$ cat src/rtl/mem_arbiter_if.sv
// Bundle between cache clients, the line arbiter and the cacheline adaptor.
// slave is the arbiter's view; master is the view of whatever surrounds it.
interface mem_arbiter_if #(
    parameter int NUM_CH = 2,
    parameter int LINE_W = 256,
    parameter int ADDR_W = 32
);
    localparam int ID_W = $clog2(NUM_CH);

    logic [NUM_CH*ADDR_W-1:0] ch_addr;
    logic [NUM_CH*LINE_W-1:0] ch_wdata;
    logic [NUM_CH-1:0]        ch_read;
    logic [NUM_CH-1:0]        ch_write;
    logic [LINE_W-1:0]        ch_rdata;
    logic [NUM_CH-1:0]        ch_resp;
    logic [ADDR_W-1:0]        mem_addr;
    logic [LINE_W-1:0]        mem_wdata;
    logic                     mem_read;
    logic                     mem_write;
    logic [LINE_W-1:0]        mem_rdata;
    logic                     mem_resp;
    logic [ID_W-1:0]          grant_id;
    logic                     busy;

    modport slave (
        input  ch_addr, ch_wdata, ch_read, ch_write, mem_rdata, mem_resp,
        output ch_rdata, ch_resp, mem_addr, mem_wdata, mem_read, mem_write,
               grant_id, busy
    );

    modport master (
        output ch_addr, ch_wdata, ch_read, ch_write, mem_rdata, mem_resp,
        input  ch_rdata, ch_resp, mem_addr, mem_wdata, mem_read, mem_write,
               grant_id, busy
    );
endinterface

$ cat src/rtl/mem_arbiter.sv
// N-channel cache-line arbiter onto a single memory line port; the grant is
// held for a whole transaction, fixed-priority (MODE 0) or round-robin (MODE 1).
module mem_arbiter #(
    parameter int NUM_CH = 2,
    parameter int LINE_W = 256,
    parameter int ADDR_W = 32,
    parameter int MODE   = 0
) (
    input logic         clk,
    input logic         rst,
    mem_arbiter_if.slave bus
);
    localparam int              ID_W = $clog2(NUM_CH);
    localparam logic [ID_W:0]   NCH  = (ID_W+1)'(NUM_CH);
    localparam logic [ID_W-1:0] LAST = ID_W'(NUM_CH - 1);

    typedef enum logic {IDLE, BUSY} state_e;

    state_e            state_q;
    logic [ID_W-1:0]   rr_ptr_q;
    logic [ID_W-1:0]   grant_q;
    logic [ADDR_W-1:0] addr_q;
    logic [LINE_W-1:0] wdata_q;
    logic              read_q;
    logic              write_q;

    logic [NUM_CH-1:0] req;
    logic [ID_W-1:0]   start;
    logic [ID_W:0]     scan;
    logic [ID_W-1:0]   win;
    logic              win_vld;
    logic [ADDR_W-1:0] sel_addr;
    logic [LINE_W-1:0] sel_wdata;
    logic              sel_write;
    logic              resp_fire;

    assign req   = bus.ch_read | bus.ch_write;
    assign start = (MODE == 1) ? rr_ptr_q : '0;

    // Circular scan from start; the extra bit in scan absorbs the wrap.
    always_comb begin
        win_vld = 1'b0;
        win     = '0;
        scan    = '0;
        for (int unsigned k = 0; k < NUM_CH; k++) begin
            scan = {1'b0, start} + (ID_W+1)'(k);
            if (scan >= NCH) scan = scan - NCH;
            if (!win_vld && req[scan[ID_W-1:0]]) begin
                win_vld = 1'b1;
                win     = scan[ID_W-1:0];
            end
        end
    end

    always_comb begin
        sel_addr  = '0;
        sel_wdata = '0;
        sel_write = 1'b0;
        for (int unsigned i = 0; i < NUM_CH; i++) begin
            if (win == ID_W'(i)) begin
                sel_addr  = bus.ch_addr[i*ADDR_W +: ADDR_W];
                sel_wdata = bus.ch_wdata[i*LINE_W +: LINE_W];
                sel_write = bus.ch_write[i];
            end
        end
    end

    always_ff @(posedge clk or negedge rst) begin
        if (!rst) begin
            state_q  <= IDLE;
            rr_ptr_q <= '0;
            grant_q  <= '0;
            addr_q   <= '0;
            wdata_q  <= '0;
            read_q   <= 1'b0;
            write_q  <= 1'b0;
        end else begin
            case (state_q)
                IDLE: begin
                    if (win_vld) begin
                        state_q <= BUSY;
                        grant_q <= win;
                        addr_q  <= sel_addr;
                        wdata_q <= sel_wdata;
                        write_q <= sel_write;
                        read_q  <= !sel_write;
                    end
                end
                BUSY: begin
                    if (bus.mem_resp) begin
                        state_q <= IDLE;
                        read_q  <= 1'b0;
                        write_q <= 1'b0;
                        if (MODE == 1)
                            rr_ptr_q <= (grant_q == LAST) ? '0 : grant_q + 1'b1;
                    end
                end
                default: state_q <= IDLE;
            endcase
        end
    end

    assign resp_fire = (state_q == BUSY) && bus.mem_resp;

    always_comb begin
        bus.ch_resp = '0;
        for (int unsigned i = 0; i < NUM_CH; i++)
            bus.ch_resp[i] = resp_fire && (grant_q == ID_W'(i));
    end

    assign bus.ch_rdata  = bus.mem_rdata;
    assign bus.mem_addr  = addr_q;
    assign bus.mem_wdata = wdata_q;
    assign bus.mem_read  = read_q;
    assign bus.mem_write = write_q;
    assign bus.grant_id  = grant_q;
    assign bus.busy      = (state_q == BUSY);
endmodule

$ cat src/flat_wrapper.sv
// flat-port wrapper written by rule: the top's interface ports become plain ports
module mem_arbiter_flat 
#(
    parameter int NUM_CH = 2,
    parameter int LINE_W = 256,
    parameter int ADDR_W = 32,
    parameter int MODE   = 0
)
  (clk, rst, bus_ch_addr, bus_ch_wdata, bus_ch_read, bus_ch_write, bus_mem_rdata, bus_mem_resp, bus_ch_rdata, bus_ch_resp, bus_mem_addr, bus_mem_wdata, bus_mem_read, bus_mem_write, bus_grant_id, bus_busy);
  mem_arbiter_if #(.NUM_CH(NUM_CH), .LINE_W(LINE_W), .ADDR_W(ADDR_W)) bus_i ();
  input logic clk;
  input logic rst;
  input wire logic [$bits(bus_i.ch_addr)-1:0] bus_ch_addr;
  input wire logic [$bits(bus_i.ch_wdata)-1:0] bus_ch_wdata;
  input wire logic [$bits(bus_i.ch_read)-1:0] bus_ch_read;
  input wire logic [$bits(bus_i.ch_write)-1:0] bus_ch_write;
  input wire logic [$bits(bus_i.mem_rdata)-1:0] bus_mem_rdata;
  input wire logic [$bits(bus_i.mem_resp)-1:0] bus_mem_resp;
  output wire logic [$bits(bus_i.ch_rdata)-1:0] bus_ch_rdata;
  output wire logic [$bits(bus_i.ch_resp)-1:0] bus_ch_resp;
  output wire logic [$bits(bus_i.mem_addr)-1:0] bus_mem_addr;
  output wire logic [$bits(bus_i.mem_wdata)-1:0] bus_mem_wdata;
  output wire logic [$bits(bus_i.mem_read)-1:0] bus_mem_read;
  output wire logic [$bits(bus_i.mem_write)-1:0] bus_mem_write;
  output wire logic [$bits(bus_i.grant_id)-1:0] bus_grant_id;
  output wire logic [$bits(bus_i.busy)-1:0] bus_busy;
  assign bus_i.ch_addr = bus_ch_addr;
  assign bus_i.ch_wdata = bus_ch_wdata;
  assign bus_i.ch_read = bus_ch_read;
  assign bus_i.ch_write = bus_ch_write;
  assign bus_i.mem_rdata = bus_mem_rdata;
  assign bus_i.mem_resp = bus_mem_resp;
  assign bus_ch_rdata = bus_i.ch_rdata;
  assign bus_ch_resp = bus_i.ch_resp;
  assign bus_mem_addr = bus_i.mem_addr;
  assign bus_mem_wdata = bus_i.mem_wdata;
  assign bus_mem_read = bus_i.mem_read;
  assign bus_mem_write = bus_i.mem_write;
  assign bus_grant_id = bus_i.grant_id;
  assign bus_busy = bus_i.busy;
  mem_arbiter #(.NUM_CH(NUM_CH), .LINE_W(LINE_W), .ADDR_W(ADDR_W), .MODE(MODE)) u_core (.clk(clk), .rst(rst), .bus(bus_i));
endmodule
$ cat config.mk
export PLATFORM = sky130hd
export DESIGN_NAME = mem_arbiter_flat
export DESIGN_NICKNAME = d
export VERILOG_FILES = /design/src/rtl/mem_arbiter_if.sv /design/src/rtl/mem_arbiter.sv /design/src/flat_wrapper.sv
export SDC_FILE = /design/constraint.sdc
export NUM_CORES = 1
export LEC_CHECK = 0
export CAP_MARGIN = 10
export CORE_AREA = 2 2 544 546
export DETAILED_ROUTE_END_ITERATION = 16
export DIE_AREA = 0 0 546 548
export PLACE_DENSITY = 0.3
export SYNTH_ARGS = -nofsm -noshare
export SYNTH_HDL_FRONTEND = slang
export SYNTH_SLANG_ARGS = --single-unit
$ cat constraint.sdc
create_clock -name clk -period 3.3 [get_ports clk]
set_clock_uncertainty 0.1 [all_clocks]
set_input_delay 0.66 -clock clk [delete_from_list [all_inputs] [get_ports clk]]
set_output_delay 0.66 -clock clk [all_outputs]
set_load 0.01 [all_outputs]
* After elaboration in Yosys (flattened, before gate mapping)
Cells that the tools add are included.
** Storage, ports and cells
- Flip-flop bits (word level) :: 292
- Output and inout bits :: 550
** Cells by class
- Eq/ne operators :: 2
- Mux-type cells :: 14
- Bitwise logic cells :: 3
- Reductions and logical operators :: 8
** Operators by type and width (number)
- two-way mux 256 bit :: 1
- two-way mux 32 bit :: 1
- two-way mux 1 bit :: 9
- one-hot mux 1 bit (2 select lines) :: 3
- logical AND 1 bit :: 4
- AND reduction 2 bit :: 2
- zero test 1 bit :: 2
- inequality test 2 x 1 -> 1 bit, second input constant :: 1
- inequality test 2 bit, second input constant :: 1
- NOT 1 bit :: 2
- bitwise OR 2 bit :: 1

* Longest topological paths before layout
- Word-level depth :: 9
- Depth in mapped cells :: 6
- Gate-level depth less buffers :: 3

* Worst setup path before layout
No wires, ideal clock.
- Path kind :: input -> register
- Start :: in bus_ch_write[0]
- End :: reg u_core.wdata_q[225] (netlist: u_core.bus.mem_wdata[225])
- Data arrival time :: 1.585 ns
- Data required time :: 3.077 ns
- Path slack :: 1.493 ns
- Stages :: 6
- Buffers on the path :: 3
- Cells stage by stage :: nor3_2 > o21ai_1 > buf_4 > buf_6 > buf_2 > o221a_2
** On the way
- Cells in the longest elaborated chain, start to end :: 6
** Ends and longest elaborated chain
- start, declared :: line flat_wrapper.sv:16 : input wire logic [$bits(bus_i.ch_write)-1:0] bus_ch_write;
- bitwise OR 2 bit * :: line mem_arbiter.sv:37 : assign req = bus.ch_read | bus.ch_write;
- two-way mux 1 bit * :: line mem_arbiter.sv:48 : if (!win_vld && req[scan[ID_W-1:0]]) begin
- zero test 1 bit :: line mem_arbiter.sv:48
- logical AND 1 bit :: line mem_arbiter.sv:48
- two-way mux 1 bit :: line mem_arbiter.sv:48
- two-way mux 256 bit / AND reduction 2 bit (equally long branches)
- end signal, assigned :: line mem_arbiter.sv:84 : wdata_q <= sel_wdata;
- end, declared :: line mem_arbiter.sv:23 : logic [LINE_W-1:0] wdata_q;
Every way passes the cells marked *; elsewhere a longest branch is shown, timed or not.
A chain may end at the register's enable or synchronous reset.

* Final worst setup path
- Start :: reg u_core.wdata_q[132] (netlist: u_core.bus.mem_wdata[132])
- End :: out bus_mem_wdata[132]
** RTL lines
- end, declared :: line flat_wrapper.sv:22 : output wire logic [$bits(bus_i.mem_wdata)-1:0] bus_mem_wdata;
No word-level cell between the ends.

==> results <==
==> power breakdown <==
| part | switching [W] | total [W] | internal [W] | leakage (nW) |
|---|---|---|---|---|
| logic | 0.00229 | 0.00468 | 0.00239 | 5.22 |
| registers | 0.000545 | 0.00476 | 0.00422 | 3.21 |
| clock network | 0.00232 | 0.00536 | 0.00304 | 0.760 |
| total | 0.00515 | 0.0148 | 0.00965 | 9.18 |
==> cells in the final DEF (no fill, tap or decap) <==
master / count
clkdlybuf4s50_1: 870
dfrtp_1: 292
or2_2: 286
o221a_2: 224
o221a_1: 64
clkbuf_16: 47
buf_4: 27
buf_12: 19
diode_2: 11
clkbuf_8: 11
clkbuf_1: 7
clkinvlp_4: 5
clkinv_2: 5
nor2_1: 4
clkinv_4: 3
nand2_1: 2
inv_1: 2
or2_1: 2
o21ai_0: 2
clkinv_8: 2
bufinv_16: 2
inv_6: 2
nor3_2: 1
a21boi_0: 1
o21ai_4: 1
a21oi_4: 1
o21bai_4: 1
nor2b_1: 1
o21bai_1: 1
nor3_1: 1
o22ai_1: 1
and2_1: 1
inv_16: 1
dlygate4sd3_1: 1
buf_8: 1
==> cell type report <==
type	count	share of cell area, %
antenna	11	0.0972
clock buffer	65	4.78
sequential	292	25.8
multi-input combinational	594	18.3
inverter	2	0.0265
tap	3919	17.3
timing repair buffer	918	32.9
clock inverter	20	0.773
==> through the flow <==
step                      util (%)  cells  total power [W]  hold WS [ns]  cell area [um2]
after global routing          9.65   5811           0.0158         0.444            28300
after detailed placement      9.11   5724          0.00980         0.433            26700
after floorplan                  -   1239          0.00623         0.264            15000
after CTS                     9.65   5810           0.0155         0.396            28300
final                         9.66   5821           0.0148         0.446            28300
after global placement        9.11   5724          0.00982         0.434            26700
==> metal layers <==
metal / track usage, % / wire length [um] / up-vias / part of all wire, %
li1: - / - / 5580 / -
met1: 9.77 / 52600 / 6517 / 34
met2: 15.5 / 67400 / 1032 / 44
met3: 7.53 / 25900 / 310 / 17
met4: 3.76 / 6410 / 12 / 4.2
met5: 0.570 / 284 / - / 0.19
==> registers in the layout, summed over array words and instances, names as in the netlist <==
signal / count
u_core.bus.mem_wdata: 256
u_core.bus.mem_addr: 32
u_core.bus.busy: 1
u_core.bus.grant_id: 1
u_core.bus.mem_read: 1
u_core.bus.mem_write: 1
==> timing repair <==
item / CTS / global route
buffers inserted: 0 / 0
setup endpoints to repair: 0 / 0
hold endpoints to repair: 38 / 0
hold buffers: 1 / 0
==> cell families after synthesis <==
kind of cell | Yosys count
AOI/OAI and AO/OA | 296
buffers and inverters | 353
DFF | 292
and+or+nand+nor | 298
==> worst paths after layout <==
kind	startpoint	endpoint	slack (ns)	depth (start not counted)
max	u_core.bus.mem_wdata[132]	bus_mem_wdata[132]	0.31	1
min	u_core.bus.mem_wdata[216]	u_core.bus.mem_wdata[216]	0.45	1
max reg2reg	u_core.bus.busy	u_core.bus.mem_wdata[4]	1.23	4
min reg2reg	u_core.bus.mem_wdata[216]	u_core.bus.mem_wdata[216]	0.45	1
max in group asynchronous	rst	u_core.bus.mem_wdata[49]	1.68	3
min in group asynchronous	rst	u_core.bus.mem_wdata[156]	0.53	2
==> metrics.cfg <==
[clock_tree]
cts_tree=yes
clkLatencyLatePin_ns=0.69
clk_pin_slew_ns=0.06
clock_sinks=292
numCtsBuffers=47
cts-root-buf=clkbuf_16
clockBufferDepth=3
ctsResizeCount=0
h-tree-depth=2

[floorplanning]
initial_core_util_pct=5.11
fp.dieArea_um2=299000
core_um2=293000
placementRows=199
die_y_um=548
die_w_um=546
ios=1389

[synth]
synth_flop_cell=dfrtp_1
ys.warnings.count=0
synth_most_common_cell=dfrtp_1
synth.area.top_cells=dfrtp_1 49%, o221a_2 17%, buf_4 14%, or2_2 12%, o221a_1 4.8%
synth-compound-area-share_pct=22.0
synth_top_cell_area_share_pct=48.8
yosys.area_share.simple_pct=12.4
synth_mux_area_share_pct=0
synth-xor-area-share_pct=0
ys_ff_latch=292
syn_area_um2=15000
yosysSeqAreaShare_pct=48.8
synth_fp_nets=2078
yosysUniqueCellTypes=24
async_flop_share_pct=100
synthCells=1239
synth_edf_count=0
synth_area_leader_cell=dfrtp_1
synthAdderAreaFrac_pct=0
synth_common_cells=292 x dfrtp_1, 286 x or2_2, 270 x buf_4
synth_top_family_by_area=compound AO/OA/AOI/OAI gates
avgSynthCellArea_um2=12.1

[layout]
fillers=33830
register_area_um2=7310
layout-drive-gt1-share_pct=33.8
nets=2694
syn2layout_area_growth_pct=89.0
multiInputGateArea_um2=5180

[timing]
grt_setup_unrepaired=no
slew_headroom_pct=43.0
tns_ns=0
min_period_ns=2.99
tightest_slew_ns=0.855
fmax_mhz=334
setup_viol=0
hold_viol=0
fin_ws_ns=0.309
drv_slew=0
fin_crit_sh_pct=90.6

[drt]
ant_nets=0
wl_um=153000
wl_per_cell_um=26.2
dr.first_iter.drc_count=613
vias=13451
viasPerCell=2.31
post-route-drc-count=0
drtPass1Iterations=4

[critical_path]
setup.worst_path.start_class=flip-flop
worst-path-buf-inv=1
worst-path-max-fanout=2
slowest_stage=clkdlybuf4s50_1
cpPeakStageDelay_ns=0.94
worst_ep_arrival_time_ns=2.23
end_kind=output pin
worstPathCellList=clkdlybuf4s50_1
cp.required_ns=2.54
crit_type=reg -> out
cpLargestDelayFamily=buffers and inverters

[placement]
dp_hpwl_um=130000
post-place-ws_ns=0.154
gp_congestion=0.766
place.port_buffers=876

[grt]
grt_pass1_vias=14722
grt_max_degree=130
antenna_found_initial=86
grt.overflow.total=0
grt_pass1_wl_um=187000
track_usage_pct=9.87

[pwr]
peakVddDrop_mv=0.367
power_density_nw_per_um2=523
leakage_nw=9.18

[outcome]
status=finished clean

[worst_hold_path]
hold_path_class=reg -> reg

[job]
drv_cap=0

Note: power is estimated with default switching activity, not from simulation.
